`config.mk`:
```
export PLATFORM = sky130hd
export DESIGN_NAME = instr_fetch_mem
export DESIGN_NICKNAME = d
export VERILOG_FILES = /design/src/rtl/instr_fetch_mem.sv
export SDC_FILE = /design/constraint.sdc
export NUM_CORES = 2
export LEC_CHECK = 0
export BUFFER_PORTS_ARGS = -buffer_cell sky130_fd_sc_hd__buf_4
export CORE_ASPECT_RATIO = 0.75
export CORE_MARGIN = 2
export CORE_UTILIZATION = 40
export CTS_BUF_LIST = sky130_fd_sc_hd__clkbuf_16
export DETAILED_ROUTE_END_ITERATION = 10
export PLACE_DENSITY = 0.56
export SETUP_SLACK_MARGIN = 0.02
export SLEW_MARGIN = 25
export SYNTH_ARGS = -nofsm -noshare
export SYNTH_HDL_FRONTEND = slang
export SYNTH_SLANG_ARGS = --single-unit
```
`constraint.sdc`:
```
create_clock -name clk -period 2.9 [get_ports clk]
set_clock_uncertainty 0.15 [all_clocks]
set_input_delay 0.58 -clock clk [delete_from_list [all_inputs] [get_ports clk]]
set_output_delay 0.58 -clock clk [all_outputs]
set_load 0.01 [all_outputs]
```
`src/rtl/instr_fetch_mem.sv`:
```
// Loadable instruction memory with a one-deep registered fetch response stage.
// Optional IMEM_PARITY_EN adds an even-parity bit per word and the resp_perr output.
module instr_fetch_mem #(
   parameter int unsigned              ADDR_WIDTH = 8,
   parameter int unsigned              DATA_WIDTH = 9,
   parameter logic [DATA_WIDTH-1:0]    NOP_WORD   = '0
) (
   input  logic                  clk,
   input  logic                  rst_n,
   input  logic                  load_start,
   input  logic                  load_valid,
   input  logic [DATA_WIDTH-1:0] load_data,
   input  logic                  load_last,
   output logic                  load_ready,
   output logic [ADDR_WIDTH:0]   prog_len,
   input  logic                  req_valid,
   input  logic [ADDR_WIDTH-1:0] req_pc,
   output logic                  req_ready,
   output logic                  resp_valid,
   output logic [DATA_WIDTH-1:0] resp_instr,
   output logic                  resp_oor,
`ifdef IMEM_PARITY_EN
   output logic                  resp_perr,
`endif
   input  logic                  resp_ready,
   output logic                  state_run
);

   localparam int unsigned DEPTH = 2 ** ADDR_WIDTH;
   localparam int unsigned PW    = ADDR_WIDTH + 1;
`ifdef IMEM_PARITY_EN
   localparam int unsigned MW    = DATA_WIDTH + 1;
`else
   localparam int unsigned MW    = DATA_WIDTH;
`endif

   typedef enum logic [1:0] {
      S_IDLE = 2'd0,
      S_LOAD = 2'd1,
      S_RUN  = 2'd2
   } state_t;

   state_t              state;
   logic [PW-1:0]       wr_ptr;
   logic [MW-1:0]       mem [DEPTH];

   logic                load_fire_c;
   logic                load_at_end_c;
   logic                req_fire_c;
   logic                in_range_c;
   logic [MW-1:0]       wr_word_c;
   logic [MW-1:0]       rd_word_c;

   assign load_fire_c   = load_valid && load_ready;
   assign load_at_end_c = (wr_ptr == PW'(DEPTH - 1));
   assign req_ready     = state_run && (!resp_valid || resp_ready);
   assign req_fire_c    = req_valid && req_ready;
   assign in_range_c    = (PW'(req_pc) < prog_len);
   assign rd_word_c     = mem[req_pc];

`ifdef IMEM_PARITY_EN
   assign wr_word_c = {^load_data, load_data};
`else
   assign wr_word_c = load_data;
`endif

   // Storage array has no reset; stale words are masked by the prog_len bound.
   always_ff @(posedge clk) begin
      if (load_fire_c) begin
         mem[wr_ptr[ADDR_WIDTH-1:0]] <= wr_word_c;
      end
   end

   // Control FSM, load pointer and registered response stage.
   always_ff @(posedge clk or negedge rst_n) begin
      if (!rst_n) begin
         state      <= S_IDLE;
         wr_ptr     <= '0;
         prog_len   <= '0;
         load_ready <= 1'b0;
         state_run  <= 1'b0;
         resp_valid <= 1'b0;
         resp_instr <= '0;
         resp_oor   <= 1'b0;
`ifdef IMEM_PARITY_EN
         resp_perr  <= 1'b0;
`endif
      end else begin
         unique case (state)
            S_IDLE: begin
               if (load_start) begin
                  state      <= S_LOAD;
                  wr_ptr     <= '0;
                  prog_len   <= '0;
                  load_ready <= 1'b1;
               end
            end

            S_LOAD: begin
               if (load_fire_c) begin
                  prog_len <= prog_len + PW'(1);
                  // Pointer parks on the last address rather than wrapping.
                  if (!load_at_end_c) begin
                     wr_ptr <= wr_ptr + PW'(1);
                  end
                  if (load_last || load_at_end_c) begin
                     state      <= S_RUN;
                     load_ready <= 1'b0;
                     state_run  <= 1'b1;
                  end
               end
            end

            S_RUN: begin
               if (load_start) begin
                  state      <= S_LOAD;
                  wr_ptr     <= '0;
                  prog_len   <= '0;
                  load_ready <= 1'b1;
                  state_run  <= 1'b0;
                  resp_valid <= 1'b0;
`ifdef IMEM_PARITY_EN
                  resp_perr  <= 1'b0;
`endif
               end else if (req_fire_c) begin
                  resp_valid <= 1'b1;
                  resp_oor   <= !in_range_c;
                  resp_instr <= in_range_c ? rd_word_c[DATA_WIDTH-1:0] : NOP_WORD;
`ifdef IMEM_PARITY_EN
                  resp_perr  <= in_range_c && (^rd_word_c);
`endif
               end else if (resp_ready) begin
                  resp_valid <= 1'b0;
`ifdef IMEM_PARITY_EN
                  resp_perr  <= 1'b0;
`endif
               end
            end

            default: begin
               state      <= S_IDLE;
               load_ready <= 1'b0;
               state_run  <= 1'b0;
               resp_valid <= 1'b0;
            end
         endcase
      end
   end

endmodule

```
-- Word level (Yosys, flattened, before mapping)
Memory sizes are Yosys's and may differ from the RTL's.
Index checks and enable logic that the tools add are counted.
- add/subtract/negate cells: 2
- reductions and logical operators: 17
- equal/unequal tests: 9
- bitwise gates (word level): 3
- $mul: 0
- shift operators: 0
- mux-type cells: 25
- divide/modulo/power cells: 0
- $lt $le $gt $ge: 1
- operators with widths (cell ; count):
    9-bit 2-to-1 mux ; 5
    9-bit one-hot mux with 2 select lines ; 2
    9-bit by 1-bit adder with 9-bit output (second input constant) ; 2
    1-bit 2-to-1 mux ; 11
    9-bit by 8-bit == test with 1-bit output (second input constant) ; 1
    8-bit by 9-bit less-than comparator with 1-bit output ; 1
    3-bit AND reduction ; 3
    2-bit != test (second input constant) ; 4
    4-bit AND reduction ; 2
    2-bit 2-to-1 mux ; 3
    4-bit != test (second input constant) ; 1
    1-bit one-hot mux with 2 select lines ; 2
    2-bit one-hot mux with 2 select lines ; 1
    2-bit OR reduction ; 2
    1-bit logical AND ; 3
    1-bit NOT ; 3
    1-bit one-hot mux with 3 select lines ; 1
    2-bit by 1-bit == test with 1-bit output (second input constant) ; 1
    2-bit == test (second input constant) ; 1
    1-bit zero test ; 2
    2-bit zero test ; 1
    1-bit logical OR ; 2
    2-bit by 1-bit != test with 1-bit output (second input constant) ; 1
    2-bit AND reduction ; 1
    2-bit nonzero test ; 1
- output and inout bits: 23
- latch bits: 0
- memory bits (writable): 2304
- memories: 1
- ROM bits: 0
- bits of input ports: 24
- flip-flop bits (word level): 33
- memory list (memory ; words ; width ; read ports ; clocked after memory_dff ; wr ports ; line ; text):
    mem ; 256 ; 9 ; 1 ; 0 ; 1 ; 45 ; logic [MW-1:0] mem [DEPTH];

-- Depth between registers and ports, before layout
- depth after elaboration: 7
- mapped depth: 12
- depth with buffers taken out: 10

-- Least setup slack after synthesis
No wires, ideal clock.
- path type: input -> register
- start point: input port req_pc[2]
- end point: register resp_instr[1]
- setup time: 126 ps
- arrival: 2631 ps
- cell stages on the path: 10
- data required time: 2624 ps
- path slack: -7 ps
- cells stage by stage: buf_2 buf_2 buf_2 buf_1 mux4_2 o21ai_0 nand4_1 o211ai_1 o21ai_1 a221o_1
- word-level cells in the longest chain between the ends: 2
- elaborated cells on any way between the ends: 3
- those cells by class: order compare: 1; mux: 1; memory: 1
- ends and longest elaborated chain (item ; line ; text):
    start: declaration ; 17 ; input logic [ADDR_WIDTH-1:0] req_pc,
    memory read 256 x 9 bit or 8-bit by 9-bit less-than comparator with 1-bit output (tied branches) ; n/a ;
    9-bit 2-to-1 mux (*) ; 128 ; resp_instr <= in_range_c ? rd_word_c[DATA_WIDTH-1:0] : NOP_WORD;
    end signal: assignment ; 128 ;
    end: declaration ; 20 ; output logic [DATA_WIDTH-1:0] resp_instr,
Mark *: on every way between the ends. The rest lies on a longest branch, timed or not.
A chain may end at the register's enable or synchronous reset.

-- Worst setup path after layout
- start point: input port req_pc[0]
- end point: register resp_instr[1]
The elaborated chain is that of the path after synthesis.

==> impl_metrics.tcl <==
set metrics [dict create \
    p_sw_mw 15.53 \
    initial_utilization_pct 40.27 \
    drt_iter0_drc 6337 \
    synthMuxAreaShare_pct 13.98 \
    routedWlPerCell_um 28.91 \
    violations "negative setup slack" \
    fin_util_pct 48.52 \
    worstMarginPinSlew_ps 825.7 \
    cts_root_buffer "clkbuf_16" \
    grt_pass1_wl_um 356700 \
    clk_latency_ps 870 \
    hold_viol 0 \
    ff_latch_area_um2 70010 \
    status "complete, but fails checks" \
    io_buffers 46 \
    htree_levels 4 \
    die_h_um 417.2 \
    period_minus_slack_ps 2916 \
    ys_warn_count 0 \
    comb_power_share_pct 6.6 \
    dp_hpwl_um 163200 \
    die_w_um 554.9 \
    maxCapViolations 0 \
    cts.sinks 2337 \
    synth_edf_count 2304 \
    layout.cells.non_filler 8704 \
    crit_required_ps 3500 \
    yosys-top-cells-area "edfxtp_1, mux4_2, mux2i_1" \
    vias 49237 \
    dieArea_um2 231500 \
    ant_nets 0 \
    syn-cell-area_um2 91060 \
    drc 0 \
    synth_fp_nets 4696 \
    cts_buffer_depth 4 \
    async_reset_ff_share_pct 1.412 \
    period_share_pct 100.5 \
    seqPwrFrac_pct 52.5 \
    yosysTopAreaCell "edfxtp_1" \
    yosys.area_share.simple_pct 3.331 \
    io_pins 47 \
    ys_types 59 \
    switching_share_pct 21.80 \
    maxSlewViolCount 0 \
    core_area_um2 226200 \
    grt_pass1_vias 47913 \
    clkPwrFrac_pct 40.9 \
    synthDominantCellAreaShare_pct 75.98 \
    avgSynthCellArea_um2 19.54 \
    worst_r2r_startpoint "mem[238][6]$_DFFE_PP_" \
    power_leakage_nw 37.31 \
    holdWs_ps 54.75 \
    overflow 0 \
    yosysSeqAreaShare_pct 76.89 \
    path_class "primary input to flip-flop" \
    p_per_area_nw_per_um2 649.5 \
    cp-start-kind "primary input" \
    cp-end-kind "flip-flop" \
    ys.flop_type "edfxtp_1" \
    multi_input_area_um2 19900 \
    row_count 151 \
    fillers 18509 \
    synthXorXnorAreaFrac_pct 0.08656 \
    grt_use_total_pct 21.35 \
    dr.pass1.iters 5 \
    grt_max_degree 99 \
    slew_headroom_pct 44.95 \
    place_inst 8235 \
    area_delta_synth_final_pct 20.51 \
    p_int_mw 55.74 \
    antenna_found_initial 12 \
    drt-total-wl_um 251700 \
    gp_congestion 0.8512 \
    worstHoldStart "load_data[3]" \
    synth_top_family_by_area "multiplexers" \
    rsz0062_at_grt "yes" \
    ir_worst_vdd_mv 0.5476 \
    synth_compound_area_share_pct 3.879 \
    synth-seq-cells 2337 \
    cp_max_fo 5 \
    arrival_ps 3510 \
    fmax_mhz 343.0 \
    synth_cells 4659 \
    viasPerCell 5.657 \
    setup_viol 1 \
    clkTransAtPathRegs_ps 60 \
    synth_fa_ha_area_share_pct 0.1786 \
    dp_slack_ps -1406 \
    drive_gt1_share_pct 28.14 \
    nNetsFinal 5576 \
    cts_made_buffers 223 \
    worst_slack_ps -15.60 \
    tritoncts "done" \
    critical_path.startpoint "req_pc[0]" \
    hold_class "primary input to flip-flop" \
]
-- sequential cells by signal, summed over array words and instances (netlist names) --
| name | flops |
|---|---|
| mem | 2304 |
| state_run | 1 |
| resp_valid | 1 |
| wr_ptr | 9 |
| state | 2 |
| resp_instr | 9 |
| resp_oor | 1 |
| load_ready | 1 |
| prog_len | 9 |
-- per-layer routing --
metal / global-route usage [%] / vias to the layer above / routed length, um
met5: 0 / - / 13
met4: 4.426 / 2 / 5246
met3: 3.669 / 288 / 21330
met2: 30.39 / 2045 / 107500
met1: 34.13 / 25982 / 117600
li1: - / 20920 / -
-- repair_timing --
action,4_1_cts,5_1_grt
hold buffers,13,0
endpoints found under the setup margin,9,9
gates resized for setup,36,39
buffers inserted,3,42
pin swaps,10,17
endpoints found under the hold margin,165,0
cloned,2,3
-- power groups by stage --
stage / Clock (mW) / Combinational (mW) / Sequential [mW]
floorplan: 0 / 1.86 / 38.1
global placement: 0 / 4.48 / 38.1
detailed placement: 0 / 4.52 / 38.1
CTS: 29.7 / 4.60 / 37.4
global route: 30.9 / 4.94 / 37.4
finish: 29.2 / 4.71 / 37.4
-- worst paths after layout --
check	end	slack, ps	cells after the start
worst min register to register	wr_ptr[8]$_DFFE_PN0P_	330	2
worst max-delay path	resp_instr[1]$_DFFE_PN0P_	-20	11
max in group asynchronous	prog_len[2]$_DFFE_PN0P_	1960	2
min in group asynchronous	state_run$_DFFE_PN0P_	140	2
worst max register to register	resp_instr[6]$_DFFE_PN0P_	30	7
worst min-delay path	mem[17][3]$_DFFE_PP_	50	1
-- logic make-up after synthesis --
group | Yosys count
flip-flops | 2337
XOR/XNOR | 9
AND/OR/NAND/NOR | 637
buffers and inverters | 299
multiplexers | 862
AO/OA/AOI/OAI | 502
adder cells (fa/ha/maj) | 13
-- area by class of cell --
type                       instances  area share, %
antenna                            3       0.006841
clock buffer                     228          5.199
clock inverter                   176          1.389
inverter                          22        0.07525
multi-input combinational       2023          18.13
sequential                      2337          63.80
tap                             2983          3.401
timing repair buffer             932          7.997
-- cell usage after synthesis (16+ instances only) --
master and instances:
mux4_2 307, nor2b_1 20, nand3_1 19, buf_4 43
a21oi_1 42, a221o_1 17, nor2_1 335, nand2_1 98
nand4_1 81, o22ai_1 16, mux4_1 16, buf_1 23
mux2i_1 538, a221oi_1 72, a22oi_1 181, edfxtp_1 2304
o21ai_0 93, buf_2 91, o211ai_1 46, nor3_1 16
clkbuf_1 108, inv_1 22, dfrtp_1 33
-- through the flow --
| step | power, mW | TNS, ps | cell area, um2 |
|---|---|---|---|
| after floorplan | 39.92 | 0 | 91060 |
| after global placement | 42.60 | -13280 | 101400 |
| after detailed placement | 42.64 | -10560 | 101500 |
| after CTS | 71.66 | -13.78 | 109100 |
| after global routing | 73.27 | -42.35 | 109700 |
| final | 71.27 | -15.60 | 109700 |
-- placed cells by master (no fill, tap or decap), types with 83 or more instances in the layout --
cell and instances:
edfxtp_1 2304, buf_4 774, mux2i_1 538, nor2_1 330, mux4_2 309, clkbuf_16 231, a22oi_1 168, buf_12 110
o21ai_0 90, nand2_1 83
-- critical path: stages --
cell and delay (ps):
buf_16 100, buf_12 140, buf_12 110, buf_2 190, buf_4 190, mux4_2 540
a22oi_1 240, nand4_1 490, o211ai_1 360, o21ai_1 190, a221o_1 360
No activity file was read; power rests on OpenSTA's default activity.
